$ cat src/rtl/osc_pkg.sv
// Shared definitions for the oscillator sequencer.
//   FRAC_BITS / PERIOD : phase format (UQ16.FRAC_BITS Hz) and phase units per cycle
//   inc_t              : stored phase increment, 16+FRAC_BITS bits
//   phase_t            : phase with one extra carry bit for the modulo compare
//   osc_state_t        : sequencer FSM states
//   clamp_inc()        : limits an increment to one period minus one LSB
package osc_pkg;

  localparam int FRAC_BITS = 8;
  localparam int PERIOD    = 48000;
  localparam int INC_W     = 16 + FRAC_BITS;
  localparam int PHASE_W   = INC_W + 1;

  typedef logic [INC_W-1:0]   inc_t;
  typedef logic [PHASE_W-1:0] phase_t;

  // One full period in fixed-point phase units.
  localparam phase_t PERIOD_FX = phase_t'(PERIOD << FRAC_BITS);
  localparam inc_t   INC_MAX   = inc_t'((PERIOD << FRAC_BITS) - 1);

  typedef enum logic [2:0] {
    ST_IDLE,
    ST_ISSUE,
    ST_WAIT,
    ST_ADVANCE,
    ST_OUTPUT
  } osc_state_t;

  function automatic inc_t clamp_inc(input inc_t d);
    return ({1'b0, d} >= PERIOD_FX) ? INC_MAX : d;
  endfunction

endpackage

$ cat src/rtl/osc_phase_store.sv
// Per-voice increment and phase registers with the modulo-period adder.
//   clk, rst_n  : clock, asynchronous active-low reset
//   inc_we      : write strobe; inc_data (clamped) goes to inc[inc_idx]
//   inc_idx     : voice written by inc_we
//   inc_data    : new increment, UQ16.FRAC_BITS
//   advance     : add inc[voice] to phase[voice], wrapping at one period
//   voice       : voice addressed by advance and by phase_int
//   phase_int   : integer part of phase[voice]
module osc_phase_store
  import osc_pkg::*;
#(
  parameter int VOICES = 4
) (
  input  logic                      clk,
  input  logic                      rst_n,
  input  logic                      inc_we,
  input  logic [$clog2(VOICES)-1:0] inc_idx,
  input  inc_t                      inc_data,
  input  logic                      advance,
  input  logic [$clog2(VOICES)-1:0] voice,
  output logic [15:0]               phase_int
);

  phase_t phase [VOICES];
  inc_t   inc   [VOICES];
  phase_t sum;
  phase_t wrapped;

  // Both operands are below one period, so a single conditional subtract wraps.
  // NOTE: every always_comb output is assigned on all paths, so no latch is inferred.
  always_comb begin
    sum     = phase[voice] + phase_t'(inc[voice]);
    wrapped = (sum >= PERIOD_FX) ? (sum - PERIOD_FX) : sum;
  end

  assign phase_int = phase[voice][INC_W-1:FRAC_BITS];

  // A write and an advance of the same voice in one cycle: the advance reads
  // the old increment because both update on the same edge.
  // NOTE: these small register arrays are reset (unlike RAMs) because voices must
  // start at phase 0 with a zero increment; <= keeps all reads pre-edge.
  always_ff @(posedge clk or negedge rst_n) begin
    if (!rst_n) begin
      for (int i = 0; i < VOICES; i++) begin
        phase[i] <= '0;
        inc[i]   <= '0;
      end
    end else begin
      if (inc_we) inc[inc_idx] <= clamp_inc(inc_data);
      if (advance) phase[voice] <= wrapped;
    end
  end

endmodule

$ cat src/rtl/osc_sequencer.sv
// Walks VOICES oscillator phases once per sample tick through a shared
// waveform unit, sums the results and emits one scaled sample.
//   clk, rst_n   : clock, asynchronous active-low reset
//   tick         : sample strobe; accepted only in IDLE
//   inc_we/idx/data : phase increment write port
//   wave_start   : one-cycle start to the waveform unit
//   wave_x       : integer phase for the waveform unit, held until next issue
//   wave_finish  : one-cycle finish, wave_y valid with it
//   wave_y       : signed 24-bit waveform result
//   sample_out   : signed mixed sample (sum >>> log2(VOICES))
//   sample_valid : one-cycle strobe for sample_out
//   busy         : frame in progress
//   overrun      : sticky, a tick arrived while busy
module osc_sequencer
  import osc_pkg::*;
#(
  parameter int VOICES = 4
) (
  input  logic                      clk,
  input  logic                      rst_n,
  input  logic                      tick,
  input  logic                      inc_we,
  input  logic [$clog2(VOICES)-1:0] inc_idx,
  input  logic [16+FRAC_BITS-1:0]   inc_data,
  output logic                      wave_start,
  input  logic                      wave_finish,
  output logic [15:0]               wave_x,
  input  logic [23:0]               wave_y,
  output logic [23:0]               sample_out,
  output logic                      sample_valid,
  output logic                      busy,
  output logic                      overrun
);

  localparam int VW    = $clog2(VOICES);
  localparam int ACC_W = 24 + VW;
  localparam logic [VW-1:0] LAST_VOICE = VW'(VOICES - 1);

  osc_state_t              state;
  osc_state_t              state_next;
  logic [VW-1:0]           voice;
  logic signed [ACC_W-1:0] acc;
  logic signed [ACC_W-1:0] acc_scaled;
  logic                    advance;
  logic [15:0]             phase_int;

  osc_phase_store #(.VOICES(VOICES)) u_store (
    .clk       (clk),
    .rst_n     (rst_n),
    .inc_we    (inc_we),
    .inc_idx   (inc_idx),
    .inc_data  (inc_data),
    .advance   (advance),
    .voice     (voice),
    .phase_int (phase_int)
  );

  // The sum of VOICES full-scale values always fits in ACC_W bits, so the
  // scaled result is a plain truncating arithmetic shift.
  assign acc_scaled = acc >>> VW;

  always_ff @(posedge clk or negedge rst_n) begin
    if (!rst_n) state <= ST_IDLE;
    else        state <= state_next;
  end

  always_comb begin
    state_next = state;
    advance    = 1'b0;
    unique case (state)
      ST_IDLE:    if (tick) state_next = ST_ISSUE;
      ST_ISSUE:   state_next = ST_WAIT;
      ST_WAIT:    if (wave_finish) state_next = ST_ADVANCE;
      ST_ADVANCE: begin
        advance    = 1'b1;
        state_next = (voice == LAST_VOICE) ? ST_OUTPUT : ST_ISSUE;
      end
      ST_OUTPUT:  state_next = ST_IDLE;
      default:    state_next = ST_IDLE;
    endcase
  end

  // wave_start and sample_valid are registered: start is seen in the first
  // WAIT cycle together with the freshly loaded wave_x, and sample_valid is
  // high for exactly the OUTPUT cycle.
  always_ff @(posedge clk or negedge rst_n) begin
    if (!rst_n) begin
      voice        <= '0;
      acc          <= '0;
      wave_start   <= 1'b0;
      wave_x       <= '0;
      sample_out   <= '0;
      sample_valid <= 1'b0;
      busy         <= 1'b0;
      overrun      <= 1'b0;
    end else begin
      wave_start   <= (state == ST_ISSUE);
      sample_valid <= 1'b0;
      if (tick && (state != ST_IDLE)) overrun <= 1'b1;
      unique case (state)
        ST_IDLE: begin
          if (tick) begin
            voice <= '0;
            acc   <= '0;
            busy  <= 1'b1;
          end
        end
        ST_ISSUE: wave_x <= phase_int;
        ST_WAIT: begin
          if (wave_finish) acc <= acc + {{VW{wave_y[23]}}, wave_y};
        end
        ST_ADVANCE: begin
          if (voice == LAST_VOICE) begin
            sample_out   <= acc_scaled[23:0];
            sample_valid <= 1'b1;
          end else begin
            voice <= voice + VW'(1);
          end
        end
        ST_OUTPUT: busy <= 1'b0;
        default: ;
      endcase
    end
  end

endmodule

$ cat config.mk
export PLATFORM = sky130hd
export DESIGN_NAME = osc_sequencer
export DESIGN_NICKNAME = d
export VERILOG_FILES = /design/src/rtl/osc_pkg.sv /design/src/rtl/osc_phase_store.sv /design/src/rtl/osc_sequencer.sv
export SDC_FILE = /design/constraint.sdc
export NUM_CORES = 1
export LEC_CHECK = 0
export ABC_AREA = 1
export CAP_MARGIN = 30
export CORE_MARGIN = 4
export CORE_UTILIZATION = 50
export CTS_CLUSTER_DIAMETER = 30
export CTS_CLUSTER_SIZE = 16
export DETAILED_ROUTE_END_ITERATION = 6
export PLACE_DENSITY = 0.69
export SYNTH_ARGS = -nofsm -noshare
export SYNTH_HDL_FRONTEND = slang
export SYNTH_SLANG_ARGS = --single-unit
$ cat constraint.sdc
create_clock -name clk -period 7.4 [get_ports clk]
set_clock_uncertainty 0.15 [all_clocks]
set_input_delay 1.48 -clock clk [delete_from_list [all_inputs] [get_ports clk]]
set_output_delay 1.48 -clock clk [all_outputs]
set_load 0.02 [all_outputs]
==> reports/results.ini <==
[cts]
cts.path.max_buffers = 3
cts.clk_slew.worst_paths_ns = 0.05
cts.sinks = 271
cts-root-buf = clkbuf_16
numCtsBuffers = 61
hold_buffers = 0
h-tree-depth = 2
cts-resized-gates = 0
post_cts_buffers = 0
cts_tree = built
insertion_delay_ns = 0.57

[worst_setup_path]
max_stage_delay_ns = 0.78
regToRegEndpoint = u_store.phase[42]
start_kind = flip-flop
reg2reg_from = voice[0]
reg2regPathDepth = 22
required_ns = 7.69
crit_path_end_kind = flip-flop
endpoint = u_store.phase[42]
crit_chain = inv_2 -> buf_4 -> o21ai_0 -> o22ai_1 -> ha_1 -> nand2_1 -> inv_1 -> nand2_1 -> nand2_1 -> a21oi_1 -> nand3_1 -> nand2_1 -> inv_1 -> ha_1 -> inv_1 -> nor2_1 -> nand3_1 -> nand3_2 -> nand2_1 -> nand2_1 -> nand2_1 -> nand2_1
arrival_ns = 5.64
r2r_setup_slack_ns = 2.06
worstPathMaxFanout = 52
cp-startpoint = voice[0]
cpMaxStageDelayCell = inv_2
crit_top_cell = nand2_1
crit_type = flip-flop to flip-flop

[worst_hold_path]
hp-start = overrun
hp-class = flip-flop to flip-flop

[floorplanning]
row_count = 63
start_util_pct = 51.0
ioPinCount = 99
die_y_um = 183
dieArea_um2 = 33300
coreArea_um2 = 29900
chipWidth_um = 183

[sta]
fmax_ghz = 0.187
setup_viol = 0
tightestPinTransition_ns = 1.07
maxSlewHeadroom_pct = 28.7
period_needed_ns = 5.34
grt_setup_unrepaired = no
slew_violations = 0
final_hold_viol_count = 0
tns_ns = 0
post-route-period-util_pct = 72.2

[detailed_routing]
routed_wl_mm = 43.5
dr_wl_met2_mm = 20.2
highest_layer = met4
wl_per_cell_um = 16.6
viasPerCell = 5.46
drt_iter0_drc = 1195
wl_met3_mm = 2.51
wl_met1_mm = 19.3
final_antenna_net_count = 0
drc_errors = 0
dr.pass1.iters = 6
num_vias = 14300

[synth]
synth_nets = 2197
syn_area_um2 = 15200
synthArstFlopShare_pct = 100
synthTopCellsByCount = nand2_1, dfrtp_1, o21ai_0
synth_edf_count = 0
netlist_top_cells_area = dfrtp_1, nand2_1, o21ai_0
yosysTopAreaCell = dfrtp_1
synth_warnings = 0
synth.avg_cell_area_um2 = 7.31
seq_area_frac_synth_pct = 44.5
yosysTopAreaCellShare_pct = 44.5
yosys_most_used_dff = dfrtp_1
ys_types = 42
yosysMostFrequentCell = nand2_1
synth_cells = 2086
synth-seq-cells = 271

[finish]
fillCellCount = 2611
layout-drive-gt1-share_pct = 9.28
diodes = 0
syn_to_final_growth_pct = 23.0
nets = 2293

[run_status]
status = completed

[placement]
io_buffers = 98
routabilityCongestion = 0.969
hpwl_mm = 28.5

[grt]
grt_pass1_vias = 14200
grt_usage_pct = 25.8
grt_pass1_wl_mm = 71.3
grt_start_max_net_pins = 183
grt-ovfl-total = 0
antenna_found_initial = 0

[job]
cap_viol_max_count = 0

[logic make-up (layout without fill, tap and decap cells)]
kind of cell	Yosys count	in the layout	share of synthesized area, %
adder cells (fa/ha/maj)	56	56	4.70
multiplexers	16	16	1.18
flip-flops	271	271	44.5
AND/OR/NAND/NOR	1105	1105	29.7
AO/OA/AOI/OAI	365	365	12.8
XOR/XNOR	8	8	0.460
buffers and inverters	265	409	6.59
[worst min-delay path by stage]
stage	slack [ns]	end	cells past startpoint
after floorplan	0.29	u_store.phase[2]	2
after global placement	0.29	overrun	1
after detailed placement	0.30	overrun	1
after CTS	0.32	overrun	1
after global routing	0.34	u_store.phase[24]	2
final	0.32	overrun	1
[cell usage in the layout, fill, tap and decap left out, types with 3 or more instances in the layout]
cell               n
nand2_1          741
dfrtp_1          270
o21ai_0          234
inv_1            178
nor2_1           174
clkdlybuf4s50_1   97
nand3_1           89
clkbuf_16         61
o22ai_1           55
ha_1              54
a21oi_1           52
nand4_1           23
nand2_2           22
or2_2             19
mux2_2            16
buf_4             13
clkbuf_8          10
nor3_1             9
clkinv_2           9
bufinv_16          9
clkinv_4           9
nor2_2             7
clkbuf_1           6
inv_2              5
nor3_2             5
a22o_1             5
and2_1             5
xor2_1             5
clkinvlp_4         4
nand3_2            3
nor2_4             3
xnor2_1            3
a31oi_1            3
a21o_1             3
a21boi_0           3
[critical path, delay by kind of cell (launching register included)]
family	cells	cell delay, ns
buf+inv	5	1.67
flops	1	0.66
fa+ha+maj	2	0.56
compound gates	3	0.61
simple gates	12	1.51
[stage by stage]
stage               setup WS, ns  hold slack, ns  area [µm²]  std cells  util (%)
floorplan                   3.51           0.293       15200       2086         -
global placement            2.24           0.291       16500       2507      55.4
detailed placement          2.09           0.297       16600       2509      55.5
CTS                         2.07           0.319       18700       2620      62.7
global route                1.49           0.339       18700       2620      62.7
finish                      2.06           0.318       18700       2620      62.7
[cell type report]
| cell class | count | area, µm² | share of cell area, % |
|---|---|---|---|
| multi-input cells | 1550 | 7480 | 39.9 |
| flip-flops and latches | 271 | 6780 | 36.2 |
| clock buffers | 77 | 1690 | 9.00 |
| repair buffers | 114 | 1150 | 6.12 |
| inverters | 184 | 691 | 3.69 |
| well taps | 390 | 488 | 2.60 |
| clock inverters | 34 | 462 | 2.46 |
[sequential cells by signal, indices dropped and copies added (netlist names), 2 cells and up]
signal	flops
voice	2
acc	26
state	3
wave_x	16
sample_out	24
u_store.phase	100
u_store.inc	96
[routing by layer]
layer / vias up / GRT usage [%]
met2: 440 / 42.3
met5: - / 0
li1: 6961 / -
met3: 92 / 4.17
met1: 6815 / 34.7
met4: 0 / 9.52
Power is not shown: default switching activity piles up to over one toggle a cycle in this logic, so the estimate is an artifact.
